`src/rtl/lenet_pkg.sv`:
```
// ============================================================================
//  Module      : lenet_pkg
//  Description : Shared LeNet constants and the argmax classifier state type.
//  Revision    : 1.0
// ============================================================================
`default_nettype none

package lenet_pkg;

    localparam int LENET_BITWIDTH    = 16;
    localparam int LENET_NUM_CLASSES = 10;
    localparam int LENET_IDX_W       = 4;

    typedef enum logic [1:0] {
        ARGMAX_IDLE = 2'd0,
        ARGMAX_SCAN = 2'd1,
        ARGMAX_DONE = 2'd2
    } argmax_state_t;

endpackage

`default_nettype wire

```
`src/rtl/classifier_argmax_3.sv`:
```
// ============================================================================
//  Module      : classifier_argmax_3
//  Description : Sequential argmax over the final-layer class scores using a
//                single reused signed comparator (one element per cycle).
//  Revision    : 1.0
// ============================================================================
`default_nettype none

module classifier_argmax_3
    import lenet_pkg::*;
#(
    parameter int bitwidth    = LENET_BITWIDTH,
    parameter int NUM_CLASSES = LENET_NUM_CLASSES
) (
    input  logic                              clk,
    input  logic                              rst,
    input  logic                              in_valid,
    output logic                              in_ready,
    input  logic signed [bitwidth-1:0]        featuremap [NUM_CLASSES-1:0],
    output logic                              out_valid,
    input  logic                              out_ready,
    output logic        [LENET_IDX_W-1:0]     class_idx,
    output logic signed [bitwidth-1:0]        class_score
);

    localparam logic [LENET_IDX_W-1:0] c_last_idx = LENET_IDX_W'(NUM_CLASSES - 1);

    argmax_state_t                     r_state;
    logic signed [bitwidth-1:0]        r_vec [NUM_CLASSES-1:0];
    logic        [LENET_IDX_W-1:0]     r_cnt;
    logic signed [bitwidth-1:0]        r_best_score;
    logic        [LENET_IDX_W-1:0]     r_best_idx;
    logic                              r_out_valid;
    logic        [LENET_IDX_W-1:0]     r_class_idx;
    logic signed [bitwidth-1:0]        r_class_score;

    logic signed [bitwidth-1:0]        w_cand;
    logic                              w_gt;

    // Strictly-greater keeps the lowest index on ties.
    assign w_cand = r_vec[r_cnt];
    assign w_gt   = (w_cand > r_best_score);

    assign in_ready    = (r_state == ARGMAX_IDLE);
    assign out_valid   = r_out_valid;
    assign class_idx   = r_class_idx;
    assign class_score = r_class_score;

    always_ff @(posedge clk) begin
        if (rst) begin
            r_state       <= ARGMAX_IDLE;
            r_cnt         <= '0;
            r_best_score  <= '0;
            r_best_idx    <= '0;
            r_out_valid   <= 1'b0;
            r_class_idx   <= '0;
            r_class_score <= '0;
            for (int i = 0; i < NUM_CLASSES; i++) begin
                r_vec[i] <= '0;
            end
        end else begin
            case (r_state)
                ARGMAX_IDLE: begin
                    if (in_valid) begin
                        for (int i = 0; i < NUM_CLASSES; i++) begin
                            r_vec[i] <= featuremap[i];
                        end
                        r_best_score <= featuremap[0];
                        r_best_idx   <= '0;
                        r_cnt        <= LENET_IDX_W'(1);
                        r_state      <= ARGMAX_SCAN;
                    end
                end
                ARGMAX_SCAN: begin
                    if (w_gt) begin
                        r_best_score <= w_cand;
                        r_best_idx   <= r_cnt;
                    end
                    if (r_cnt == c_last_idx) begin
                        // Publish including the final compare, which has not yet landed in r_best_*.
                        r_class_idx   <= w_gt ? r_cnt  : r_best_idx;
                        r_class_score <= w_gt ? w_cand : r_best_score;
                        r_out_valid   <= 1'b1;
                        r_state       <= ARGMAX_DONE;
                    end else begin
                        r_cnt <= r_cnt + LENET_IDX_W'(1);
                    end
                end
                ARGMAX_DONE: begin
                    if (out_ready) begin
                        r_out_valid <= 1'b0;
                        r_state     <= ARGMAX_IDLE;
                    end
                end
                default: begin
                    r_out_valid <= 1'b0;
                    r_state     <= ARGMAX_IDLE;
                end
            endcase
        end
    end

endmodule

`default_nettype wire

```
`config.mk`:
```
export PLATFORM = sky130hd
export DESIGN_NAME = classifier_argmax_3
export DESIGN_NICKNAME = d
export VERILOG_FILES = /design/src/rtl/lenet_pkg.sv /design/src/rtl/classifier_argmax_3.sv
export SDC_FILE = /design/constraint.sdc
export NUM_CORES = 1
export LEC_CHECK = 0
export BUFFER_PORTS_ARGS = -buffer_cell sky130_fd_sc_hd__clkbuf_2
export CELL_PAD_IN_SITES_DETAIL_PLACEMENT = 0
export CELL_PAD_IN_SITES_GLOBAL_PLACEMENT = 1
export CORE_MARGIN = 2
export CORE_UTILIZATION = 41
export CTS_CLUSTER_SIZE = 8
export DETAILED_ROUTE_END_ITERATION = 8
export PLACE_DENSITY = 0.74
export RECOVER_POWER = 100
export SYNTH_ARGS = -nofsm -noshare
export SYNTH_HDL_FRONTEND = slang
export SYNTH_SLANG_ARGS = --single-unit
```
`constraint.sdc`:
```
create_clock -name clk -period 5.4 [get_ports clk]
set_clock_uncertainty 0.1 [all_clocks]
set_input_delay 0.81 -clock clk [delete_from_list [all_inputs] [get_ports clk]]
set_output_delay 0.81 -clock clk [all_outputs]
set_load 0.03 [all_outputs]
```
Word level (Yosys, flattened, before mapping)
Memories as Yosys holds them, arrays and structs flattened. A register that Yosys moved wholly into a read port is not among the register bits.
Index checks and enable logic that the tools add are counted.
{"block": "classes", "addsub": 1, "mul": 0, "div": 0, "order_cmp": 1, "eq_ne": 7, "n_shift": 0, "n_mux": 34, "bitwise_logic": 11, "reduce_logical": 7}
{"cell": "$mux 16", "count": 12}
{"cell": "$pmux 16 s2", "count": 1}
{"cell": "$mux 4", "count": 6}
{"cell": "$gt 16x16->1", "count": 1}
{"cell": "$pmux 4 s2", "count": 2}
{"cell": "$or 1x1->1", "count": 10}
{"cell": "$reduce_and 3->1", "count": 3}
{"cell": "$mux 1", "count": 8}
{"cell": "$ne 2x2->1 const B", "count": 4}
{"cell": "$mux 2", "count": 3}
{"cell": "$pmux 2 s3", "count": 1}
{"cell": "$add 4x1->4 const B", "count": 1}
{"cell": "$eq 4x4->1 const B", "count": 1}
{"cell": "$reduce_and 2->1", "count": 2}
{"cell": "$pmux 1 s3", "count": 1}
{"cell": "$eq 2x1->1 const B", "count": 1}
{"cell": "$eq 2x2->1 const B", "count": 1}
{"cell": "$logic_not 2->1", "count": 1}
{"cell": "$reduce_bool 2->1", "count": 1}
{"cell": "$not 1->1", "count": 1}
{"block": "word_totals", "reg_bits": 47, "latchBits": 0, "mem_bits_rw": 160, "mem_bits_ro": 0, "inputBits": 164, "out_inout_bits": 22, "elab_cells": 69, "n_memories": 1}
{"memory": "r_vec", "depth": 10, "width": 16, "rd": 1, "rd_ports_with_merged_regs": 1, "wr": 10, "line_no": "classifier_argmax_3.sv:29", "rtl": "logic signed [bitwidth-1:0] r_vec [NUM_CLASSES-1:0];"}

Depth between registers and ports, before layout
Gate-level depths: netlist of the first run.
{"block": "depth", "word_depth": 5, "depth_mapped": 15, "ltp_nobuf": 11}

Worst setup path before layout of the first run
OpenSTA, ideal clock, no wires.
{"block": "synth_path", "path_type": "register to register", "start": "reg r_state[0]", "end": "mem r_vec[0][0] (netlist bit) (enable)", "setup_ns": 0.550, "arrival_ns": 4.899, "required_time_ns": 4.750, "path_slack_ns": -0.149, "path_stages_with_launch": 5, "n_path_buf": 1, "synth_period_minus_slack_ns": 5.549, "cell_sequence": "dfxtp_1 > nor2_1 > nand2_1 > clkbuf_1 > nand2b_1"}
{"element": "start, declared", "line_no": "classifier_argmax_3.sv:28", "rtl": "argmax_state_t r_state;"}
{"element": "start signal, assigned", "line_no": "classifier_argmax_3.sv:51", "rtl": "r_state <= ARGMAX_IDLE;"}
{"element": "start signal, assigned", "line_no": "classifier_argmax_3.sv:71", "rtl": "r_state <= ARGMAX_SCAN;"}
{"element": "start signal, assigned", "line_no": "classifier_argmax_3.sv:84", "rtl": "r_state <= ARGMAX_DONE;"}
{"element": "end, declared", "line_no": "classifier_argmax_3.sv:29"}

==> impl_metrics.yaml, run 1 <==
layout:
  fillCellCount: 2210
  final_common_cell: "sky130_fd_sc_hd__clkbuf_2"
  num-nets-final: 1141
  final_area_sq_mm: 0.0120
  finalNonFillerCells: 1306
  multi_input_area_sq_mm: 0.00376
  area.sequential_sq_mm: 0.00583
  insertedDiodeCount: 0
  area_delta_synth_final_pct: 19.7
  fin_util_pct: 49.6
  post_route_cells_drive_above_1_share_pct: 29.4
  leading_cell_types_in_the_layout_fill_and_taps_excluded: "sky130_fd_sc_hd__clkbuf_2 (164), sky130_fd_sc_hd__edfxtp_1 (160), sky130_fd_sc_hd__and2_0 (122), sky130_fd_sc_hd__dfxtp_1 (50), sky130_fd_sc_hd__clkbuf_1 (46)"
clock_network:
  tritoncts_clock_tree: "built"
  cts_max_path_buffers: 3
  cell_at_the_root_of_the_clock_tree: "sky130_fd_sc_hd__clkbuf_16"
  cts_setup_buffers: 0
  cts_resized: 0
  worst_path_clk_slew_ns: 0.05
  tritoncts.num_buffers: 30
  clock_insertion_delay_worst_skew_ns: 0.55
  cts_hold_buf: 0
  clock_tree.htree_level_count: 1
  clock_sink_count: 211
logic_synthesis:
  simple_gate_portion_of_the_synthesized_area_pct: 16.1
  mappedNetlistArea_sq_mm: 0.0100
  synth_mux_area_share_pct: 9.50
  ys_types: 51
  yosysWarningCount: 0
  ys_seq_area_share_pct: 58.1
  yosys.area_share.adder_pct: 2.25
  post_synth_xor_xnor_area_pct: 0.175
  syn_nets: 970
  yosys_register_bits: 211
  synth_top_family_by_area: "simple AND/OR/NAND/NOR gates"
  synth_cells: 788
  syn_area_per_cell_sq_um: 12.7
  synth_compound_gate_area_share_pct: 9.66
critical_path:
  number_of_cells_on_the_worst_reg_to_reg_path: 13
  timing_worst_setup_path_type: "reg -> reg"
  worst-endpoint-arrival_ns: 4.85
  regToRegEndpoint: "r_best_score[12]$_SDFFE_PP0P_"
  setup.reg_to_reg.worst_slack_ns: 0.88
  critical_path_peak_fanout: 35
  endpoint_kind_of_the_worst_setup_timing_path: "register"
  critical_path_required_ns: 5.73
  critical_path_launch_point_type: "register"
routing:
  route.detailed.drc: 0
  drt_wl_total_mm: 24.2
  first_iter_violations: 486
  viasPerCell: 5.11
  dr_total_vias: 6673
  drtPass1Iterations: 5
  route.detailed.wl_per_inst_um: 18.5
  final_antenna_net_count: 0
global_route:
  first_global_vias: 6660
  wire_length_of_the_first_global_routing_pass_mm: 37.7
  grt_overflow: 0
  antenna_found_initial: 0
  grt_start_max_net_pins: 74
  gr-usage-all-layers_pct: 18.8
placed_design:
  placement.setup.worst_slack_ns: 1.07
  place.port_buffers: 185
  place_hpwl_mm: 17.0
  placement.cell_area_sq_mm: 0.0112
  gpl.final_weighted_congestion: 0.885
  place.detailed.instances: 1251
floorplanning:
  start_util_pct: 41.5
  design.portCount: 186
  floorplan.die.width_um: 160
  cell_rows: 57
  floorplan.die_area_sq_mm: 0.0257
  core_area_sq_mm: 0.0242
  floorplan.die.height_um: 160
flow_run:
  maxCapViolCount: 5
timing:
  fin_crit_sh_pct: 83.7
  rsz_0062_raised_after_global_routing: "false"
  finalSetupViolations: 0
  drv_slew: 228
  finalWorstPathRequiredPeriod_ns: 4.52
  slew_headroom_pct: -123
  post-route-worst-setup-slack_ns: 0.882
  achievable-frequency_mhz: 221
  setup_total_negative_slack_ns: 0
  worst_slew_pin_slew_ns: 3.35
  timing.final.hold_violations: 0
power_and_ir_drop:
  p_clk_share_pct: 41.0
  seq_power_share_pct: 45.6
  p_switching_uw: 1060
  switching_share_pct: 25.0
  comb_power_share_pct: 13.4
  internal-power_uw: 3160
  cellPowerDensity_mw_per_mm2: 352
  p_leak_uw: 0.00457
  largest_vdd_supply_drop_mv: 0.261
status:
  violated_checks: "capacitance limit, slew limit"
  run_status: "finished with violations"
min_path:
  min_path_type: "reg -> reg"
  hold_end: "class_idx[1]$_SDFFE_PP0P_"
  timing.hold.worst.start: "r_best_idx[1]$_SDFFE_PP0P_"
  hold-path-cell-count: 2
[metal layers]
metal  up-vias  wire length (um)  share of wire [%]  track usage (%)
met5         -                 0                  0                0
met4         0               585                2.4             5.16
met3        37              1790                7.4             3.87
met2       257             10400                 43             28.1
met1      3124             11400                 47             28.1
li1       3255                 -                  -                -
[flip-flops by register name, summed over array words and instances (netlist names), named ones only]
| signal | count |
|---|---|
| class_idx | 4 |
| class_score | 16 |
| out_valid | 1 |
| r_best_idx | 4 |
| r_best_score | 16 |
| r_cnt | 4 |
| r_state | 2 |
| r_vec | 160 |
[final cells by class]
type	instances	share of cell area (%)
sequential	211	48.6
multi-input combinational	485	31.4
timing repair buffer	199	8.38
clock buffer	54	7.17
tap	324	3.38
inverter	32	1.00
clock inverter	1	0.136
[stage by stage]
stage / hold slack (ns) / total power [uW]
2_1_floorplan: 0.363 / 2350
3_3_place_gp: 0.376 / 2530
3_5_place_dp: 0.386 / 2530
4_1_cts: 0.394 / 4260
5_1_grt: 0.405 / 4390
6_report: 0.392 / 4220
[kinds of logic (layout without fill, tap and decap cells)]
| logic type | Yosys count | in the layout |
|---|---|---|
| XOR/XNOR | 2 | 2 |
| adder cells (fa/ha/maj) | 18 | 18 |
| buffers and inverters | 92 | 286 |
| multiplexers | 53 | 53 |
| AO/OA/AOI/OAI | 132 | 132 |
| AND/OR/NAND/NOR | 280 | 280 |
| flip-flops | 211 | 211 |
[synth_stat cells, drive strengths merged]
cell	instances	area [sq um]
o211ai	11	97.6
edfxtp	160	4800
nand2b	7	46.3
a2111oi	2	23.8
o311ai	2	35.0
a31o	4	35.0
clkbuf	33	124
a211oi	3	22.5
or3b	1	8.76
a22o	16	140
mux2i	4	40.0
o21ai	19	106
nand3b	4	30.0
nor2	34	130
xor2	2	17.5
nor3	14	86.3
ha	18	225
a21boi	1	7.51
nand2	17	63.8
nor4	3	18.8
inv	32	120
mux4	32	721
nand3	18	90.1
a21oi	39	229
a31oi	15	93.8
and3	1	6.26
a311oi	18	158
o32a	1	10.0
and2	161	1010
nor2b	5	33.8
mux2	17	191
dfxtp	51	1020
buf	27	174
o311a	1	10.0
nand4	15	93.8
[worst max-delay path by stage]
stage / end / slack, ns / cells past startpoint
after CTS: r_best_score[12]$_SDFFE_PP0P_ / 1.07 / 13
final: r_best_score[12]$_SDFFE_PP0P_ / 0.88 / 13
after detailed placement: r_best_score[12]$_SDFFE_PP0P_ / 1.07 / 13
after global placement: class_score[12]$_SDFFE_PP0P_ / 1.17 / 13
after global routing: r_vec[8][15]$_SDFFCE_PN0P_ / 0.46 / 5
after floorplan: r_vec[0][0]$_SDFFCE_PN0P_ / 1.67 / 4
[critical path, cell delays in order (launching register included)]
cell,delay (ns)
sky130_fd_sc_hd__dfxtp_4,0.79
sky130_fd_sc_hd__clkbuf_1,0.41
sky130_fd_sc_hd__mux4_2,0.55
sky130_fd_sc_hd__a22o_1,0.19
sky130_fd_sc_hd__a21oi_1,0.11
sky130_fd_sc_hd__inv_1,0.10
sky130_fd_sc_hd__ha_1,0.30
sky130_fd_sc_hd__nand2_1,0.15
sky130_fd_sc_hd__nor3_4,0.08
sky130_fd_sc_hd__a21oi_2,0.27
sky130_fd_sc_hd__nor2b_2,0.59
sky130_fd_sc_hd__buf_4,0.33
sky130_fd_sc_hd__o21ai_0,0.15
sky130_fd_sc_hd__a311oi_1,0.28
[power groups by stage]
| stage | clock network, uW | logic, uW | registers (uW) |
|---|---|---|---|
| final | 1730 | 564 | 1920 |
| after global placement | 0 | 577 | 1950 |
| after global routing | 1830 | 622 | 1940 |
| after detailed placement | 0 | 577 | 1950 |
| after CTS | 1760 | 578 | 1920 |
| after floorplan | 0 | 420 | 1930 |
(Power assumes the default switching activity.)
==> run 2: changes to the inputs <==
- clock period: 5.4 -> 3.96 ns (I/O delays scaled with it)
==> run 2 against run 1 <==
  * Combinational power increased by 46%
  * Die area unchanged
  * Count of clock-buffer cells in the layout is 2 lower
  * Cell area is 1.1% higher
  * Core utilization rose by 0.55 points
  * Largest cell class unchanged
  * Non-clock buffer count is 7 higher
  * Clock power is 36% higher
  * Highest routed layer unchanged
  * Worst setup slack worse by 0.60 ns
  * Worst hold slack got worse by 0.19 ns
  * Register-to-register slack lost 0.60 ns
  * Maximum frequency increased by 23%
  * The flow still finishes with violations (capacitance limit, slew limit)
==> impl_metrics.yaml, run 2 (synthesis results as in run 1) <==
min_path:
  hold_end: "r_vec[7][7]$_SDFFCE_PN0P_"
  timing.hold.worst.start: "featuremap[119]"
  min_path_type: "in -> reg"
  hold-path-cell-count: 2
global_route:
  grt_start_max_net_pins: 65
  gr-usage-all-layers_pct: 18.9
  wire_length_of_the_first_global_routing_pass_mm: 38.0
  first_global_vias: 6728
  antenna_found_initial: 0
  grt_overflow: 0
critical_path:
  number_of_cells_on_the_worst_reg_to_reg_path: 14
  regToRegEndpoint: "class_score[15]$_SDFFE_PP0P_"
  critical_path.max_stage_delay_ns: 0.49
  timing_worst_setup_path_type: "reg -> reg"
  crit_buf_inv: 4
  critical_path.top_delay_family: "compound AO/OA/AOI/OAI gates"
  endpoint_kind_of_the_worst_setup_timing_path: "register"
  timing.critical_path.mode_cell: "sky130_fd_sc_hd__buf_12"
  critical_path_peak_fanout: 31
  setup.reg_to_reg.worst_slack_ns: 0.29
  worst-endpoint-arrival_ns: 4.01
  critical_path_required_ns: 4.29
  critical_path_launch_point_type: "register"
  crit_chain: "buf_12 > buf_12 > mux4_2 > a22o_1 > a21oi_1 > inv_2 > ha_1 > nand4_1 > nor2_1 > a21oi_4 > nor2b_1 > buf_12 > o21ai_1 > a311oi_1"
  slowest_stage: "sky130_fd_sc_hd__mux4_2"
layout:
  insertedDiodeCount: 0
  num-nets-final: 1148
  largest_register_by_flop_count: "r_vec"
  area_delta_synth_final_pct: 21.1
  area.sequential_sq_mm: 0.00583
  fillCellCount: 2134
  leading_cell_types_in_the_layout_fill_and_taps_excluded: "sky130_fd_sc_hd__clkbuf_2 (168), sky130_fd_sc_hd__edfxtp_1 (160), sky130_fd_sc_hd__and2_0 (94), sky130_fd_sc_hd__and2_1 (67), sky130_fd_sc_hd__dfxtp_1 (50)"
  final_area_sq_mm: 0.0121
  final_common_cell: "sky130_fd_sc_hd__clkbuf_2"
  multi_input_area_sq_mm: 0.00379
  largest_register_ffs: 160
  post_route_cells_drive_above_1_share_pct: 30.6
routing:
  route.detailed.wl_per_inst_um: 18.5
  first_iter_violations: 595
  dr_total_vias: 6709
  drtPass1Iterations: 5
  final_antenna_net_count: 0
  drt_wl_total_mm: 24.3
  viasPerCell: 5.11
  route.detailed.drc: 0
power_and_ir_drop:
  cellPowerDensity_mw_per_mm2: 478
  largest_vdd_supply_drop_mv: 0.344
  fin_total_pwr_uw: 5800
  p_leak_uw: 0.00466
timing:
  rsz_0062_raised_after_global_routing: "false"
  worst_slew_pin_slew_ns: 1.97
  drv_slew: 131
  fin_crit_sh_pct: 92.8
  finalWorstPathRequiredPeriod_ns: 3.67
  timing.final.hold_violations: 0
  setup_total_negative_slack_ns: 0
  achievable-frequency_mhz: 272
  slew_headroom_pct: -31.4
  finalSetupViolations: 0
placed_design:
  gpl.final_weighted_congestion: 0.821
  place_hpwl_mm: 17.2
  placement.cell_area_sq_mm: 0.0114
  place.port_buffers: 185
clock_network:
  clock_insertion_delay_worst_skew_ns: 0.56
  cell_at_the_root_of_the_clock_tree: "sky130_fd_sc_hd__clkbuf_16"
  clock_sink_count: 211
  cts_setup_buffers: 0
  worst_path_clk_slew_ns: 0.05
  clock_tree.htree_level_count: 1
  cts_max_path_buffers: 3
  tritoncts.num_buffers: 30
  tritoncts_clock_tree: "built"
status:
  violated_checks: "capacitance limit, slew limit"
  run_status: "finished with violations"
floorplanning:
  floorplan.die_area_sq_mm: 0.0257
  start_util_pct: 41.5
  design.portCount: 186
  core_area_sq_mm: 0.0242
  floorplan.die.width_um: 160
  floorplan.die.height_um: 160
  cell_rows: 57
flow_run:
  maxCapViolCount: 4
## run 2: cell count changes in the layout (fill, tap and decap cells not counted), moves of 2 or more
cell / change
sky130_fd_sc_hd__and2_0: -28
sky130_fd_sc_hd__and2_1: +28
sky130_fd_sc_hd__buf_12: +5
sky130_fd_sc_hd__clkbuf_1: -2
sky130_fd_sc_hd__clkbuf_2: +4
sky130_fd_sc_hd__o21ai_0: -5
sky130_fd_sc_hd__o21ai_1: +4
## run 2: worst max-delay path by stage
stage | start | cells past startpoint | to
3_5_place_dp | register | 12 | class_score[5]$_SDFFE_PP0P_
5_1_grt | register | 13 | class_score[8]$_SDFFE_PP0P_
6_report | register | 14 | class_score[15]$_SDFFE_PP0P_
3_3_place_gp | register | 12 | class_score[9]$_SDFFE_PP0P_
2_1_floorplan | r_state[0]$_SDFFE_PP0P_ | 4 | r_vec[0][0]$_SDFFCE_PN0P_
4_1_cts | register | 12 | class_score[5]$_SDFFE_PP0P_
## run 2: report_power, final
group / internal, uW / switching [uW]
sequential: 2550 / 61.0
clock: 1430 / 933
combinational: 350 / 476
total: 4330 / 1470
## run 2: cell type report
type | instances | share of cell area (%)
Sequential cell | 211 | 48.0
Clock buffer | 52 | 6.95
Multi-Input combinational cell | 485 | 31.2
Tap cell | 324 | 3.34
Timing Repair Buffer | 206 | 9.19
Inverter | 32 | 0.990
Clock inverter | 2 | 0.289
## run 2: worst register-to-register path, stage by stage, from the launching register on
cell and delay [ns]:
sky130_fd_sc_hd__dfxtp_4 0.46, sky130_fd_sc_hd__buf_12 0.20, sky130_fd_sc_hd__buf_12 0.15, sky130_fd_sc_hd__mux4_2 0.49, sky130_fd_sc_hd__a22o_1 0.27, sky130_fd_sc_hd__a21oi_1 0.17
sky130_fd_sc_hd__inv_2 0.07, sky130_fd_sc_hd__ha_1 0.30, sky130_fd_sc_hd__nand4_1 0.15, sky130_fd_sc_hd__nor2_1 0.09, sky130_fd_sc_hd__a21oi_4 0.20, sky130_fd_sc_hd__nor2b_1 0.27
sky130_fd_sc_hd__buf_12 0.23, sky130_fd_sc_hd__o21ai_1 0.14, sky130_fd_sc_hd__a311oi_1 0.27
## run 2: metal layers
layer | vias up | GRT usage [%] | share of wire [%]
li1 | 3269 | - | -
met1 | 3145 | 28.6 | 48
met2 | 258 | 28.9 | 45
met3 | 37 | 3.13 | 6.1
met4 | 0 | 4.05 | 1.8
met5 | - | 0 | 0
## run 2: timing repair
action,4_1_cts,5_1_grt
endpoints found under the setup margin,0,21
hold buffers,0,0
resized for setup,0,3
## run 2: through the flow
step                utilization [%]  setup WS, ns  hold WS, ns  std cells
floorplan                         -         0.233        0.363        788
global placement               47.0         0.199        0.381       1258
finish                         50.2         0.285        0.206       1312
CTS                            50.6         0.129        0.183       1312
global route                   50.2        0.0547        0.195       1312
detailed placement             47.0         0.202        0.383       1258
==> run 3: changes to the inputs <==
- ABC_AREA: not set -> 1
- CORE_UTILIZATION: 41 -> 38
==> run 3 against run 2 <==
  * The flow still finishes with violations (capacitance limit, slew limit)
  * Combinational power grew 37%
  * Maximum frequency increased by 2.6%
  * Routed wire length is 14% higher
  * Worst hold slack worse by 0.011 ns
  * Register-to-register slack better by 0.09 ns
==> impl_metrics.yaml, run 3 <==
timing:
  setup_total_negative_slack_ns: 0
  worst_slew_pin_slew_ns: 1.77
  drv_slew: 266
  slew_headroom_pct: -17.8
  finalSetupViolations: 0
  finalWorstPathRequiredPeriod_ns: 3.58
  timing.final.hold_violations: 0
  fin_crit_sh_pct: 90.5
  achievable-frequency_mhz: 279
  rsz_0062_raised_after_global_routing: "true"
clock_network:
  cts_resized: 0
  clock_sink_count: 211
  cts_max_path_buffers: 3
  clock_insertion_delay_worst_skew_ns: 0.54
  tritoncts.num_buffers: 30
  cts_setup_buffers: 0
  tritoncts_clock_tree: "built"
  worst_path_clk_slew_ns: 0.05
  cell_at_the_root_of_the_clock_tree: "sky130_fd_sc_hd__clkbuf_16"
  clock_tree.htree_level_count: 1
  cts_hold_buf: 0
routing:
  viasPerCell: 4.67
  route.detailed.wl_per_inst_um: 15.5
  drtPass1Iterations: 5
  drt_wl_total_mm: 27.7
  dr_total_vias: 8353
  final_antenna_net_count: 0
  first_iter_violations: 695
  route.detailed.drc: 0
floorplanning:
  floorplan.die.height_um: 169
  floorplan.die_area_sq_mm: 0.0287
  cell_rows: 60
  start_util_pct: 38.6
  core_area_sq_mm: 0.0269
  floorplan.die.width_um: 169
  design.portCount: 186
logic_synthesis:
  syn_area_per_cell_sq_um: 8.29
  synth_cells: 1252
  mappedNetlistArea_sq_mm: 0.0104
  yosys_top_cell_area_share_pct: 46.3
  ys_seq_area_share_pct: 56.1
  async_flop_share_pct: 0
  netlist_top_cells_area: "sky130_fd_sc_hd__edfxtp_1 (46%), sky130_fd_sc_hd__nor2_1 (11%), sky130_fd_sc_hd__dfxtp_1 (9.8%), sky130_fd_sc_hd__inv_1 (8.6%), sky130_fd_sc_hd__nand2_1 (5.6%)"
  ys_types: 27
  yosysWarningCount: 0
  synth_flop_cell: "sky130_fd_sc_hd__edfxtp_1"
  synth_edf_count: 160
  most_numerous_cell_types_in_the_synthesized_netlist: "sky130_fd_sc_hd__nor2_1 (291), sky130_fd_sc_hd__inv_1 (237), sky130_fd_sc_hd__edfxtp_1 (160)"
  synthDominantAreaCellType: "sky130_fd_sc_hd__edfxtp_1"
  yosys_register_bits: 211
  post-synth-top-count-cell: "sky130_fd_sc_hd__nor2_1"
  syn_nets: 1434
global_route:
  grt_overflow: 0
  antenna_found_initial: 0
  first_global_vias: 8329
  wire_length_of_the_first_global_routing_pass_mm: 43.6
  gr-usage-all-layers_pct: 19.4
  grt_start_max_net_pins: 151
layout:
  area_delta_synth_final_pct: 19.8
  finalNonFillerCells: 1788
  num-nets-final: 1608
  largest_register_ffs: 160
  post_route_cells_drive_above_1_share_pct: 16.2
  largest_register_by_flop_count: "r_vec"
  leading_cell_types_in_the_layout_fill_and_taps_excluded: "sky130_fd_sc_hd__nor2_1 (291), sky130_fd_sc_hd__inv_1 (238), sky130_fd_sc_hd__clkbuf_2 (165), sky130_fd_sc_hd__edfxtp_1 (160), sky130_fd_sc_hd__nand2_1 (154)"
  final_common_cell: "sky130_fd_sc_hd__nor2_1"
  insertedDiodeCount: 0
  final_area_sq_mm: 0.0124
  fin_util_pct: 46.3
critical_path:
  slowest_stage: "sky130_fd_sc_hd__nand3_4"
  timing_worst_setup_path_type: "reg -> reg"
  crit_chain: "inv_2 > buf_4 > nor2_1 > nor2_1 > o21ai_1 > o211ai_1 > nand3_1 > nand2_1 > ha_1 > a21o_1 > nor2_1 > nand2_1 > nand2_1 > nand3_2 > nand3_4 > nand2_1 > and2_1 > o21ai_0 > inv_1"
  critical_path.max_stage_delay_ns: 0.39
  timing.critical_path.mode_cell: "sky130_fd_sc_hd__nand2_1"
  critical_path_peak_fanout: 26
  critical_path_launch_point_type: "register"
  endpoint_kind_of_the_worst_setup_timing_path: "register"
  worst-endpoint-arrival_ns: 3.90
  critical_path_required_ns: 4.28
placed_design:
  gpl.final_weighted_congestion: 0.843
  place.detailed.instances: 1735
  place_hpwl_mm: 19.3
  placement.cell_area_sq_mm: 0.0117
  place.port_buffers: 185
status:
  violated_checks: "capacitance limit, slew limit"
  run_status: "finished with violations"
power_and_ir_drop:
  cellPowerDensity_mw_per_mm2: 493
  p_leak_uw: 0.00611
  fin_total_pwr_uw: 6130
  largest_vdd_supply_drop_mv: 0.322
flow_run:
  maxCapViolCount: 3
min_path:
  timing.hold.worst.start: "featuremap[13]"
  min_path_type: "in -> reg"
==> run 3: cell type report <==
| cell class | count | area [sq um] |
|---|---|---|
| tap | 341 | 427 |
| clock buffer | 52 | 865 |
| timing repair buffer | 205 | 1070 |
| multi-input combinational | 719 | 3270 |
| fill | 2714 | 14400 |
| clock inverter | 1 | 5.00 |
| inverter | 259 | 973 |
| sequential | 211 | 5830 |
==> run 3: through the flow <==
step                setup WS, ns  hold slack (ns)
finish                     0.377            0.195
CTS                        0.363            0.183
floorplan                  0.309            0.345
global route             -0.0224            0.214
detailed placement         0.383            0.358
global placement           0.475            0.351
==> run 3: worst max-delay path: cells and delay by family (launching register included) <==
kind,cells,cell delay [ns]
and+or+nand+nor,11,1.57
buffers and inverters,3,0.66
DFF,1,0.35
adders and majority gates,1,0.26
AOI/OAI and AO/OA,4,0.51
==> run 3: cells by family (layout without fill, tap and decap cells) <==
| kind of cell | after synthesis | count (layout) | share of synthesized area [%] |
|---|---|---|---|
| AO/OA/AOI/OAI | 171 | 171 | 8.63 |
| adder cells (fa/ha/maj) | 18 | 18 | 2.17 |
| buffers and inverters | 322 | 517 | 12.4 |
| flip-flops | 211 | 211 | 56.1 |
| AND/OR/NAND/NOR | 530 | 530 | 20.7 |
==> run 3: final timing paths <==
check	depth (start not counted)	slack, ns	to
setup / recovery	19	0.38	class_score[6]$_SDFFE_PP0P_
hold / removal	3	0.19	r_best_score[13]$_SDFFE_PP0P_
setup reg to reg	19	0.38	class_score[6]$_SDFFE_PP0P_
hold reg to reg	2	0.37	r_best_idx[3]$_SDFFE_PP0P_
==> run 3: per-layer routing <==
metal / vias up / wire [um] / track usage, % / share of wire, %
met4: 0 / 801 / 6.06 / 2.9
met5: - / 0 / 0 / 0
met1: 3794 / 12200 / 25.1 / 44
li1: 4282 / - / - / -
met2: 229 / 13400 / 33.7 / 49
met3: 48 / 1290 / 2.64 / 4.7
==> run 3: report_power, final <==
part	switching, uW	internal (uW)	total [uW]
clock	917	1450	2370
combinational	740	385	1130
sequential	61.3	2570	2630
